File: src/rtl/sdm_decim.sv
// sdm_decim: third-order CIC decimator for a 1-bit sigma-delta bitstream.
// Three registered integrators run at the fast rate. Every 2^LOG2R cycles a
// three-stage comb produces one sample, which is scaled down to DW unsigned
// bits. A full-scale input (all ones) is saturated to the largest code.
// A short warm-up hides the first samples while the comb delays fill.
module sdm_decim #(
    parameter int DW    = 12,
    parameter int LOG2R = 6
) (
    input  logic          clk_fast,
    input  logic          rst,
    input  logic          din,
    output logic [DW-1:0] dout,
    output logic          dout_valid
);

    // Internal width: enough for R^3 plus one bit, so full scale shows up as the top bit.
    localparam int W     = 3 * LOG2R + 1;
    localparam int SHIFT = 3 * LOG2R - DW;

    generate
        if (3 * LOG2R < DW) begin : g_bad_params
            $error("sdm_decim: 3*LOG2R must be >= DW");
        end
    endgenerate

    logic [W-1:0]     i1, i2, i3;
    logic [W-1:0]     d1, d2, d3;
    logic [W-1:0]     c1, c2, c3;
    logic [W-1:0]     c3_shifted;
    logic [LOG2R-1:0] cnt;
    logic [1:0]       warm;
    logic             dec_edge;
    logic             sat;
    logic [DW-1:0]    pcm_next;

    // Comb chain, decimation-edge detect and output scaling/saturation.
    always_comb begin
        dec_edge   = (cnt == '1);
        c1         = i3 - d1;
        c2         = c1 - d2;
        c3         = c2 - d3;
        c3_shifted = c3 >> SHIFT;
        sat        = |c3_shifted[W-1:DW];
        pcm_next   = sat ? '1 : c3_shifted[DW-1:0];
    end

    // Integrator cascade: each stage adds the previous stage's registered value, so it wraps freely.
    always_ff @(posedge clk_fast) begin
        if (rst) begin
            i1 <= '0;
            i2 <= '0;
            i3 <= '0;
        end else begin
            i1 <= i1 + W'(din);
            i2 <= i2 + i1;
            i3 <= i3 + i2;
        end
    end

    // Decimation counter: free-running, all-ones marks the decimation edge.
    always_ff @(posedge clk_fast) begin
        if (rst) begin
            cnt <= '0;
        end else begin
            cnt <= cnt + 1'b1;
        end
    end

    // Comb delay registers: capture the comb inputs only on decimation edges.
    always_ff @(posedge clk_fast) begin
        if (rst) begin
            d1 <= '0;
            d2 <= '0;
            d3 <= '0;
        end else if (dec_edge) begin
            d1 <= i3;
            d2 <= c1;
            d3 <= c2;
        end
    end

    // Output register, valid strobe and warm-up count; the first three samples load dout but stay invisible.
    always_ff @(posedge clk_fast) begin
        if (rst) begin
            dout       <= '0;
            dout_valid <= 1'b0;
            warm       <= 2'd0;
        end else if (dec_edge) begin
            dout       <= pcm_next;
            dout_valid <= (warm == 2'd3);
            if (warm != 2'd3) begin
                warm <= warm + 2'd1;
            end
        end else begin
            dout_valid <= 1'b0;
        end
    end

endmodule

File: config.mk
export PLATFORM = sky130hd
export DESIGN_NAME = sdm_decim
export DESIGN_NICKNAME = d
export VERILOG_FILES = /design/src/rtl/sdm_decim.sv
export SDC_FILE = /design/constraint.sdc
export NUM_CORES = 1
export LEC_CHECK = 0
export ABC_CLOCK_PERIOD_IN_PS = 12190
export CORE_UTILIZATION = 35
export DETAILED_ROUTE_END_ITERATION = 7
export GPL_TIMING_DRIVEN = 0
export HOLD_SLACK_MARGIN = 0.03
export SETUP_SLACK_MARGIN = 0.02
export SLEW_MARGIN = 20
export SYNTH_ARGS = -nofsm -noshare
export SYNTH_HDL_FRONTEND = slang
export SYNTH_SLANG_ARGS = --single-unit
File: constraint.sdc
create_clock -name clk_fast -period 12.19 [get_ports clk_fast]
set_input_delay 1.219 -clock clk_fast [delete_from_list [all_inputs] [get_ports clk_fast]]
set_output_delay 1.219 -clock clk_fast [all_outputs]
set_load 0.01 [all_outputs]
==> summary.txt <==
status -> complete, no violations
most frequent cells after synthesis -> dfxtp_1, nand2_1, a21oi_1, nor2_1, ha_1
post-route setup TNS -> 0 ns
Avg Vias per Cell -> 4.81
share of power burned in registers -> 0.242
max cap viols -> 0
Leak -> 3.67 nW
die height -> 157 um
logic gate share of total power -> 0.486
Post CTS Setup Buffer Count -> 0
Final ANT Viol Nets -> 0
Worst Setup Start Kind -> register
Post-synth EDFFs -> 0
critical path type -> register to register
Critical Path AT -> 6.21 ns
cells after synthesis -> 1038
Total GRT Usage -> 0.160
delay of the slowest critical-path stage -> 0.48 ns
Hold Crit Class -> register to register
Final Hold Fails -> 0
Yosys cell types -> 57
Slew Limit Fails -> 0
Syn Nets -> 1138
Hold Buf Count CTS -> 0
P&R area growth vs syn -> 13.4%
Worst Path Max Fanout -> 10
share of layout cells above drive strength 1 -> 0.0517
clock buffer depth -> 2
clock power share -> 0.272
Setup violations, final -> 0
final WL -> 18100 um
Ys Warns -> 0
CTS tree -> done
global-route wire length before repair -> 30800 um
Yosys reg bits -> 135
Psw -> 0.723 mW
fin crit share -> 0.487
Most used DFF post-synth -> dfxtp_1
VDD IR max -> 163 uV
clock skew -> 0.00688 ns
Setup crit end kind -> register
max_slew headroom -> 0.402
CTS resizes -> 0
Seq/Total Area, Yosys -> 0.323
Initial Util -> 0.356
largest net degree at the start of global routing -> 17
Avg Inst Size Synth -> 8.06 sq um
worst skew pair latency -> 0.42 ns
CP required -> 12.45 ns
Sw Ratio -> 0.387
leading area contributor after synthesis -> dfxtp_1
drt initial violations -> 256
unrepaired setup endpoints after global routing -> no
DR vias -> 6743
CTS Buf Count -> 17
vias in the first global route -> 6458
share of flip-flops with an asynchronous set or reset -> 0
Max Clock Freq -> 168 MHz
# port buffers -> 14
Worst Tran Pin Value -> 0.897 ns
# nets final -> 1171
hpwl dp -> 13900 um
drt pass-1 iters -> 4
Int Power -> 1.14 mW
post-synth top area share -> 0.323
count leader, synth -> dfxtp_1
Tot Pwr -> 1.87 mW
depth of the CTS H-tree -> 4
ranking of synthesized cells by area -> dfxtp_1, ha_1, a21oi_1, nand2_1, nor2_1
CTS Root Cell -> clkbuf_16
Mapped Area -> 8360 sq um
CTS clock-pin slew for the worst setup and hold paths -> 0.06 ns
routability cong. -> 0.778
most frequent CP cell -> ha_1
clock sink count -> 135
Chip Width -> 157 um
drc violations -> 0
Rows -> 56
worst-path cell chain -> ha_1 -> nor2b_1 -> o21a_1 -> o21ai_0 -> a211oi_1 -> or3_1 -> xor2_1 -> ha_1 -> nand3_1 -> a211oi_1 -> nor3_1 -> ha_1 -> and4_1 -> nand4_1 -> o21ai_1 -> o221a_2 -> o41ai_4 -> o21a_1 -> o21ai_0 -> o311ai_1 -> xnor2_1 -> buf_6 -> a311oi_2
wire per inst -> 12.9 um
die area -> 24500 sq um
Placed Area -> 8900 sq um
IO Pins -> 16
n_diodes -> 0
Core ar. -> 23500 sq um
CP max stage cell -> dfxtp_1
grt total ovfl -> 0
P per Cell Area -> 197 nW/um^2
antenna violations before repair -> 0
finished layout cell area -> 9480 sq um
Final min period -> 5.94 ns
kinds of logic (layout without fill, tap and decap cells):
group / after synthesis / in the layout / share of synthesized area
xor+xnor: 84 / 84 / 0.0889
simple gates: 348 / 348 / 0.185
buf+inv: 119 / 165 / 0.0543
compound gates: 254 / 254 / 0.199
fa+ha+maj: 97 / 97 / 0.149
mux: 1 / 1 / 0.00135
flops: 135 / 135 / 0.323
worst paths after layout:
| kind | startpoint | to | depth (start not counted) | slack (ns) |
|---|---|---|---|---|
| min | d1[15] | d1[15] | 2 | 0.45 |
| min reg2reg | d1[15] | d1[15] | 2 | 0.45 |
| max | i3[1] | dout[2] | 23 | 6.25 |
| max reg2reg | i3[1] | dout[2] | 23 | 6.25 |
cells in the final DEF (no fill, tap or decap), types with 7 or more instances in the layout:
master	count
xnor2_1	45
and3_1	8
nand2_1	131
o21a_1	11
ha_1	93
nor3_1	18
o21ai_0	36
dfxtp_1	135
nor2_1	105
nor2b_1	21
inv_1	85
clkbuf_16	17
clkbuf_1	27
a21oi_1	106
a21o_1	22
a211oi_1	16
buf_1	8
nand3_1	24
clkdlybuf4s50_1	14
a311oi_2	8
a31oi_1	7
or3_1	13
o21bai_1	7
xor2_1	38
registers in the layout, summed over array words and instances (netlist names):
register and count:
d1 19, d2 19, d3 19, i1 19
i2 19, i3 19, dout 12, cnt 6
warm 2, dout_valid 1
per-layer routing:
metal | share of wire | track usage | routed length, um
met1 | 0.49 | 0.198 | 8790
met5 | 0 | 0 | 0
met4 | 0.0085 | 0.0434 | 154
met3 | 0.034 | 0.0335 | 608
met2 | 0.47 | 0.279 | 8560
per-stage QoR:
step	instances	worst slack, ns	hold WS (ns)	utilization
after floorplan	1038	7.02	0.418	-
final	1403	6.25	0.453	0.404
after CTS	1403	6.27	0.455	0.404
after global placement	1371	6.46	0.432	0.379
after global routing	1403	5.74	0.471	0.404
after detailed placement	1371	6.39	0.447	0.379
worst max-delay path: cells and delay by family, from the launching register on:
family	cells	cell delay, ns
and+or+nand+nor	6	1.18
DFF	1	0.48
xor gates and xnor gates	2	0.53
buffers and inverters	1	0.22
adders and majority gates	3	0.98
AOI/OAI and AO/OA	11	2.40
power by group through the flow:
stage	Sequential, mW	Combinational, mW	Clock, mW
after global placement	0.461	0.893	0
after global routing	0.452	1.03	0.543
final	0.452	0.908	0.508
after CTS	0.452	0.917	0.520
after detailed placement	0.461	0.907	0
after floorplan	0.459	0.766	0
cell type report:
cell class | count | area (sq um)
well taps | 319 | 399
plain buffers | 34 | 135
inverters | 85 | 319
repair buffers | 14 | 140
fillers | 2393 | 14000
flip-flops and latches | 135 | 2700
multi-input cells | 784 | 5200
clock inverters | 13 | 148
clock buffers | 19 | 433
Power figures use the tool's default switching activity.
